**src/rtl/main_control_fsm.sv**
```systemverilog
// Multicycle MIPS-style main controller: Moore control outputs decoded from the
// current state, plus pc_en, illegal_op and instr_done which also look at op/zero.
module main_control_fsm (
    input  logic       clk,
    input  logic       reset_n,
    input  logic [5:0] op,
    input  logic       zero,
    output logic       iord,
    output logic       mem_write,
    output logic       ir_write,
    output logic       reg_dst,
    output logic       mem_to_reg,
    output logic       reg_write,
    output logic       alu_src_a,
    output logic [1:0] alu_src_b,
    output logic [1:0] alu_op,
    output logic [1:0] pc_src,
    output logic       branch,
    output logic       pc_write,
    output logic       pc_en,
    output logic       instr_done,
    output logic       illegal_op,
    output logic [3:0] state
);
    typedef enum logic [3:0] {
        FETCH   = 4'd0,  DECODE = 4'd1,  MEMADR = 4'd2,  MEMRD  = 4'd3,
        MEMWB   = 4'd4,  MEMWR  = 4'd5,  EXECUTE = 4'd6, ALUWB  = 4'd7,
        BEQ     = 4'd8,  ADDIEX = 4'd9,  ADDIWB = 4'd10, JUMP   = 4'd11
    } state_t;

    localparam logic [5:0] OP_LW   = 6'b100011;
    localparam logic [5:0] OP_SW   = 6'b101011;
    localparam logic [5:0] OP_R    = 6'b000000;
    localparam logic [5:0] OP_BEQ  = 6'b000100;
    localparam logic [5:0] OP_ADDI = 6'b001000;
    localparam logic [5:0] OP_J    = 6'b000010;

    state_t state_q, state_d;
    logic   op_ok;
    logic   ir_write_s, pc_write_s, mem_write_s, reg_write_s, done_s;

    assign op_ok = (op == OP_LW) || (op == OP_SW) || (op == OP_R) ||
                   (op == OP_BEQ) || (op == OP_ADDI) || (op == OP_J);

    always_comb begin
        state_d = FETCH;
        case (state_q)
            FETCH:   state_d = DECODE;
            DECODE: begin
                case (op)
                    OP_LW, OP_SW: state_d = MEMADR;
                    OP_R:         state_d = EXECUTE;
                    OP_BEQ:       state_d = BEQ;
                    OP_ADDI:      state_d = ADDIEX;
                    OP_J:         state_d = JUMP;
                    default:      state_d = FETCH;
                endcase
            end
            MEMADR:  state_d = (op == OP_LW) ? MEMRD : MEMWR;
            MEMRD:   state_d = MEMWB;
            EXECUTE: state_d = ALUWB;
            ADDIEX:  state_d = ADDIWB;
            default: state_d = FETCH;
        endcase
    end

    always_ff @(posedge clk or negedge reset_n) begin
        if (!reset_n) state_q <= FETCH;
        else          state_q <= state_d;
    end

    // Moore decode; unencoded states fall through to all-zero defaults.
    always_comb begin
        iord        = 1'b0;
        mem_write_s = 1'b0;
        ir_write_s  = 1'b0;
        reg_dst     = 1'b0;
        mem_to_reg  = 1'b0;
        reg_write_s = 1'b0;
        alu_src_a   = 1'b0;
        alu_src_b   = 2'b00;
        alu_op      = 2'b00;
        pc_src      = 2'b00;
        branch      = 1'b0;
        pc_write_s  = 1'b0;
        done_s      = 1'b0;
        case (state_q)
            FETCH: begin
                ir_write_s = 1'b1;
                pc_write_s = 1'b1;
                alu_src_b  = 2'b01;
            end
            DECODE:  alu_src_b = 2'b11;
            MEMADR, ADDIEX: begin
                alu_src_a = 1'b1;
                alu_src_b = 2'b10;
            end
            MEMRD:   iord = 1'b1;
            MEMWR: begin
                iord        = 1'b1;
                mem_write_s = 1'b1;
                done_s      = 1'b1;
            end
            MEMWB: begin
                reg_write_s = 1'b1;
                mem_to_reg  = 1'b1;
                done_s      = 1'b1;
            end
            EXECUTE: begin
                alu_src_a = 1'b1;
                alu_op    = 2'b10;
            end
            ALUWB: begin
                reg_write_s = 1'b1;
                reg_dst     = 1'b1;
                done_s      = 1'b1;
            end
            ADDIWB: begin
                reg_write_s = 1'b1;
                done_s      = 1'b1;
            end
            BEQ: begin
                alu_src_a = 1'b1;
                alu_op    = 2'b01;
                pc_src    = 2'b01;
                branch    = 1'b1;
                done_s    = 1'b1;
            end
            JUMP: begin
                pc_src     = 2'b10;
                pc_write_s = 1'b1;
                done_s     = 1'b1;
            end
            default: ;
        endcase
    end

    // Strobes are gated by reset_n so they drop the instant reset asserts.
    assign ir_write   = ir_write_s  & reset_n;
    assign pc_write   = pc_write_s  & reset_n;
    assign mem_write  = mem_write_s & reset_n;
    assign reg_write  = reg_write_s & reset_n;
    assign illegal_op = (state_q == DECODE) & ~op_ok & reset_n;
    assign instr_done = (done_s | illegal_op) & reset_n;
    assign pc_en      = pc_write | (branch & zero);
    assign state      = state_q;
endmodule

```
**config.mk**
```make
export PLATFORM = sky130hd
export DESIGN_NAME = main_control_fsm
export DESIGN_NICKNAME = d
export VERILOG_FILES = /design/src/rtl/main_control_fsm.sv
export SDC_FILE = /design/constraint.sdc
export NUM_CORES = 1
export LEC_CHECK = 0
export CORE_UTILIZATION = 38
export CTS_CLUSTER_SIZE = 30
export DETAILED_ROUTE_END_ITERATION = 10
export GPL_ROUTABILITY_DRIVEN = 0
export PLACE_DENSITY = 0.83
export SLEW_MARGIN = 15
export SYNTH_ARGS = -nofsm -noshare
export SYNTH_HDL_FRONTEND = slang
export SYNTH_SLANG_ARGS = --single-unit
```
**constraint.sdc**
```tcl
create_clock -name clk -period 6.4 [get_ports clk]
set_input_delay 1.92 -clock clk [delete_from_list [all_inputs] [get_ports clk]]
set_output_delay 1.92 -clock clk [all_outputs]
set_load 0.02 [all_outputs]
```
==> results.sh, run 1 <==
export IMPL_clock_latency_ns=0.24
export IMPL_finClkSkew_ns=0.004188
export IMPL_ios=31
export IMPL_port_buffers=30
export IMPL_synth_common_cells="10 x nand2_1, 8 x nor2_1, 7 x nor3_1"
export IMPL_placed_cell_area_um2=772.0
export IMPL_die_x_um=38.11
export IMPL_fin_tns_setup_ns=0
export IMPL_rows=12
export IMPL_syn_to_final_growth_pct=60.35
export IMPL_antenna_cells=0
export IMPL_overflow=0
export IMPL_netlist_instances=72
export IMPL_ys_types=29
export IMPL_layout_nets=109
export IMPL_drcViolationCount=0
export IMPL_initial_core_util_pct=42.86
export IMPL_largest_register_ffs=4
export IMPL_final_util_pct=68.72
export IMPL_ys_warnings_count=0
export IMPL_power_density_nw_per_um2=304.2
export IMPL_grt_pass1_vias=541
export IMPL_worstHoldPathCells=2
export IMPL_drt_pass1_iter_count=4
export IMPL_postCtsSetupRepairBufs=0
export IMPL_p_leak_nw=0.3229
export IMPL_ys_seq_elements=4
export IMPL_place_detailed_hpwl_um=1060
export IMPL_critPathCaptureType="primary output"
export IMPL_synth_seq_area_share_pct=20.20
export IMPL_synth_area_leaders="dfrtp_1 20%, nand2_1 7.6%, nor3_1 7.1%, nor2_1 6.1%, nor2b_1 5.1%"
export IMPL_root_buffer="clkbuf_4"
export IMPL_synth_area_um2=495.5
export IMPL_htreeDepth=1
export IMPL_syn_avg_cell_area_um2=6.882
export IMPL_cp_required_ns=4.48
export IMPL_vias=628
export IMPL_cts_sinks=4
export IMPL_synth_most_common_cell="nand2_1"
export IMPL_ctsResizeCount=0
export IMPL_whs_endpoint="state[3]$_DFF_PN0_"
export IMPL_drtIter0Drc=9
export IMPL_rsz0062_at_grt="no"
export IMPL_yosys_area_top_type_share_pct=20.20
export IMPL_wl_per_cell_um=12.45
export IMPL_r2r_start="state[1]$_DFF_PN0_"
export IMPL_hold_path_class="reg2reg"
export IMPL_cts_tree="built"
export IMPL_rr_worst_depth=4
export IMPL_grt_max_degree=16
export IMPL_cts_buffers=3
export IMPL_arrival_ns=3.90
export IMPL_viasPerCell=5.607
export IMPL_die_height_um=38.11
export IMPL_fin_area_um2=794.5
export IMPL_antenna_left=0
export IMPL_grt_total_usage_pct=22.41
export IMPL_post_route_period_util_pct=90.96
export IMPL_clkTransAtPathRegs_ns=0.04
export IMPL_hold_path_startpoint="state[3]$_DFF_PN0_"
export IMPL_post_route_min_period_ns=5.822
export IMPL_synth_area_leader_cell="dfrtp_1"
export IMPL_synth_edf_count=0
export IMPL_slew_violations=0
export IMPL_cts_max_path_buffers=2
export IMPL_drive_gt1_share_pct=6.122
export IMPL_postSynth_asyncResetShare_pct=100.0
export IMPL_finalHoldViolCount=0
export IMPL_grt_pass1_wl_um=2283
export IMPL_status="completed"
export IMPL_power_w=0.0002417
export IMPL_syn_nets=81
export IMPL_relSlewSlack_pct=70.01
export IMPL_startpoint_type="input pin"
export IMPL_synthFlopType="dfrtp_1"
export IMPL_crit_fanout=6
export IMPL_finalWirelength_um=1394
export IMPL_ctsHoldBuffers=0
export IMPL_vdd_drop_max_v=0.0002597
export IMPL_worst_setup_path_type="in2out"
export IMPL_max_cap_viol_count=0
export IMPL_worst_pin_slew_ns=0.4499
export IMPL_setup_viol=0
export IMPL_core_um2=1156
export IMPL_antenna_found_initial=0
export IMPL_die_area_um2=1452
export IMPL_ff2ff_setup_slack_ns=4.94
export IMPL_fmax_mhz=171.8
export IMPL_timing_rr_end="state[2]$_DFF_PN0_"
==> critical path: stages <==
cell and delay [ns]:
clkdlybuf4s50_1 0.50, or4_4 0.57, a21boi_2 0.16, nor4b_2 0.07, a21o_1 0.15, clkdlybuf4s50_1 0.53
==> cell families (layout without fill, tap and decap cells) <==
group	count (synthesis)	count (layout)	share of synthesized area (%)
simple gates	39	39	41.41
compound gates	17	17	23.23
buf+inv	9	35	9.847
xor+xnor	3	3	5.304
flops	4	4	20.20
==> per-stage QoR <==
step | worst slack, ns | hold WS (ns) | instances
after floorplan | 1.397 | 0.8459 | 72
after global placement | 0.5983 | 0.7470 | 109
after detailed placement | 0.5826 | 0.7448 | 109
after CTS | 0.5812 | 0.7520 | 112
after global routing | 0.4694 | 0.8043 | 112
final | 0.5785 | 0.7650 | 112
==> routing by layer <==
metal  global-route usage [%]  up-vias  part of all wire [%]
li1                         -      307                     -
met1                    24.20      275                    41
met2                    41.10       46                    48
met3                    6.977        0                    10
met4                    6.250        0                     0
met5                        0        -                     0
==> cell type report <==
cell class / count / area [um^2]
multi-input combinational: 59 / 346.6
tap: 14 / 17.52
inverter: 2 / 7.507
fill: 109 / 361.6
sequential: 4 / 100.1
clock buffer: 3 / 22.52
timing repair buffer: 30 / 300.3
==> where the power goes <==
group          internal, W  switching, W  total (W)
combinational    0.0000770     0.0000819   0.000159
sequential       0.0000310     0.0000209  0.0000519
clock            0.0000209    0.00000999  0.0000309
==> placed cells by master, fill, tap and decap left out <==
cell type / count
a21boi_2: 1
a21o_1: 2
nand2b_1: 2
o21ai_0: 2
xor2_1: 2
or4_4: 1
clkdlybuf4s50_1: 30
a31oi_1: 2
nor2b_1: 4
dfrtp_1: 4
o22ai_1: 1
nand3_1: 2
nor4b_2: 1
or4_1: 1
o31ai_1: 1
nand2_1: 10
nor4b_1: 1
o211ai_1: 2
a21oi_1: 4
clkbuf_4: 3
inv_1: 2
o211a_1: 1
xnor2_1: 1
nor3_1: 7
o21bai_1: 1
nor2_1: 8
and3_1: 2
==> worst max path at each step <==
stage	from	end	cells after the start
global route	op[3]	instr_done	6
finish	op[1]	instr_done	6
floorplan	op[3]	instr_done	5
global placement	op[1]	instr_done	6
detailed placement	op[1]	instr_done	6
CTS	op[1]	instr_done	6
(Power assumes the default switching activity.)
==> inputs of run 2 (changes only) <==
ABC_AREA = 1   (was default)
CORE_MARGIN = 3   (was default)
CORE_UTILIZATION = 37   (was 38)
GPL_TIMING_DRIVEN = 0   (was default)
PLACE_DENSITY = 0.81   (was 0.83)
==> run 2 against run 1 <==
  * Power grew 1.4%
  * Via count increased by 0.64%
  * Wire length down 4.4%
  * Critical path type unchanged
  * Largest power group unchanged
==> results.sh, run 2 <==
export IMPL_status="completed"
export IMPL_max_cap_viol_count=0
export IMPL_synth_area_um2=485.5
export IMPL_finalHoldViolCount=0
export IMPL_die_height_um=42.22
export IMPL_clock_latency_ns=0.24
export IMPL_finalWirelength_um=1333
export IMPL_antenna_left=0
export IMPL_yosys_area_top_type_share_pct=20.62
export IMPL_largest_register_ffs=4
export IMPL_postSynth_asyncResetShare_pct=100.0
export IMPL_worst_setup_path_type="in2out"
export IMPL_drive_gt1_share_pct=10.83
export IMPL_die_area_um2=1783
export IMPL_synth_seq_area_share_pct=20.62
export IMPL_synth_mux_area_share_pct=0
export IMPL_ctsHoldBuffers=0
export IMPL_whs_endpoint="state[3]$_DFF_PN0_"
export IMPL_viasPerCell=4.716
export IMPL_root_buffer="clkbuf_4"
export IMPL_syn_avg_cell_area_um2=5.580
export IMPL_grt_pass1_vias=596
export IMPL_rows=12
export IMPL_power_density_nw_per_um2=296.8
export IMPL_ys_warnings_count=0
export IMPL_syn_to_final_growth_pct=70.10
export IMPL_synth_common_cells="20 x nand2_1, 18 x nor2_1, 17 x inv_1"
export IMPL_cp_required_ns=4.48
export IMPL_vias=632
export IMPL_fin_tns_setup_ns=0
export IMPL_synth_edf_count=0
export IMPL_worst_pin_slew_ns=0.3167
export IMPL_htreeDepth=1
export IMPL_ff2ff_setup_slack_ns=5.14
export IMPL_drtIter0Drc=12
export IMPL_grt_total_usage_pct=15.97
export IMPL_synth_area_leaders="dfrtp_1 21%, nand2_1 15%, nor2_1 14%, inv_1 13%, nand3_1 6.2%"
export IMPL_synth_xor_area_share_pct=0
export IMPL_worstHoldPathCells=2
export IMPL_die_x_um=42.22
export IMPL_layout_nets=131
export IMPL_ios=31
export IMPL_hold_path_startpoint="state[3]$_DFF_PN0_"
export IMPL_synth_fa_ha_area_share_pct=0
export IMPL_synth_most_common_cell="nand2_1"
export IMPL_grt_pass1_wl_um=2256
export IMPL_grt_max_degree=9
export IMPL_synthFlopType="dfrtp_1"
export IMPL_cts_tree="built"
export IMPL_ys_types=18
export IMPL_startpoint_type="input pin"
export IMPL_cts_buffers=3
export IMPL_synth_top_family_by_area="simple AND/OR/NAND/NOR gates"
export IMPL_cts_max_path_buffers=2
export IMPL_netlist_instances=87
export IMPL_postCtsSetupRepairBufs=0
export IMPL_arrival_ns=3.71
export IMPL_port_buffers=30
export IMPL_place_detailed_hpwl_um=1126
export IMPL_relSlewSlack_pct=78.82
export IMPL_slew_violations=0
export IMPL_rr_worst_depth=6
export IMPL_syn_nets=96
export IMPL_synth_area_leader_cell="dfrtp_1"
export IMPL_timing_rr_end="state[2]$_DFF_PN0_"
export IMPL_ctsResizeCount=0
export IMPL_final_common_cell="clkdlybuf4s50_1"
export IMPL_r2r_start="state[1]$_DFF_PN0_"
export IMPL_rsz0062_at_grt="no"
export IMPL_antenna_found_initial=0
export IMPL_layout_common_cells="30 x clkdlybuf4s50_1, 20 x nand2_1, 18 x nor2_1, 17 x inv_1, 6 x nand3_1"
export IMPL_post_route_min_period_ns=5.625
export IMPL_drcViolationCount=0
export IMPL_final_util_pct=70.51
export IMPL_wl_per_cell_um=9.948
export IMPL_core_um2=1171
export IMPL_post_route_period_util_pct=87.89
export IMPL_vdd_drop_max_v=0.0002390
export IMPL_ys_seq_elements=4
export IMPL_cts_sinks=4
export IMPL_drt_pass1_iter_count=4
export IMPL_startpoint="op[2]"
export IMPL_initial_core_util_pct=41.45
export IMPL_synthSimpleGateAreaFrac_pct=51.55
export IMPL_antenna_cells=0
export IMPL_clkTransAtPathRegs_ns=0.04
export IMPL_crit_fanout=4
export IMPL_finClkSkew_ns=0.006533
export IMPL_fmax_mhz=177.8
export IMPL_overflow=0
export IMPL_p_leak_nw=0.4088
export IMPL_critPathCaptureType="primary output"
export IMPL_setup_viol=0
export IMPL_hold_path_class="reg2reg"
export IMPL_synth_compound_area_share_pct=11.60
run 2: cell type report:
| type | instances | area (um^2) |
|---|---|---|
| buffer | 2 | 15.01 |
| clock buffer | 3 | 22.52 |
| fill | 120 | 345.3 |
| inverter | 17 | 63.81 |
| multi-input combinational | 64 | 306.5 |
| sequential | 4 | 100.1 |
| tap | 14 | 17.52 |
| timing repair buffer | 30 | 300.3 |
run 2: layer usage:
layer  share of wire [%]  track usage [%]  vias up
li1                    -                -      340
met1                  43            16.79      270
met2                  49            29.48       22
met3                 7.9            6.009        0
met4                   0            3.727        0
met5                   0                0        -
run 2: cells by family (layout without fill, tap and decap cells):
| group | count (synthesis) | count (layout) |
|---|---|---|
| compound gates | 9 | 9 |
| flops | 4 | 4 |
| simple gates | 55 | 55 |
| buf+inv | 19 | 52 |
run 2: power by group:
group          switching (W)  total (W)  internal [W]
Combinational      0.0000946   0.000171     0.0000762
Clock              0.0000104  0.0000314     0.0000210
Sequential         0.0000116  0.0000429     0.0000313
run 2: how the worst max path moves through the flow:
stage | endpoint | depth (start not counted) | slack [ns]
finish | instr_done | 8 | 0.77
CTS | instr_done | 8 | 0.75
global route | instr_done | 8 | 0.64
floorplan | instr_done | 6 | 1.90
detailed placement | instr_done | 8 | 0.76
global placement | instr_done | 8 | 0.75
run 2: critical path, cell delays in order:
cell and delay (ns):
clkdlybuf4s50_1 0.51, nor2_1 0.09, nand3_1 0.10, nand2_1 0.07, nor2_1 0.17, nand2_1 0.11
a21oi_2 0.12, clkdlybuf4s50_1 0.61
run 2: stage by stage:
stage          std cells  instance area, um^2  hold WS [ns]   power, W  setup slack (ns)
2_1_floorplan         87                485.5        0.7192  0.0001406             1.902
3_3_place_gp         131                803.3        0.6046  0.0002130            0.7468
3_5_place_dp         131                803.3        0.6179  0.0002142            0.7566
4_1_cts              134                825.8        0.6271  0.0002475            0.7550
5_1_grt              134                825.8        0.6449  0.0002640            0.6446
6_report             134                825.8        0.6238  0.0002451            0.7749
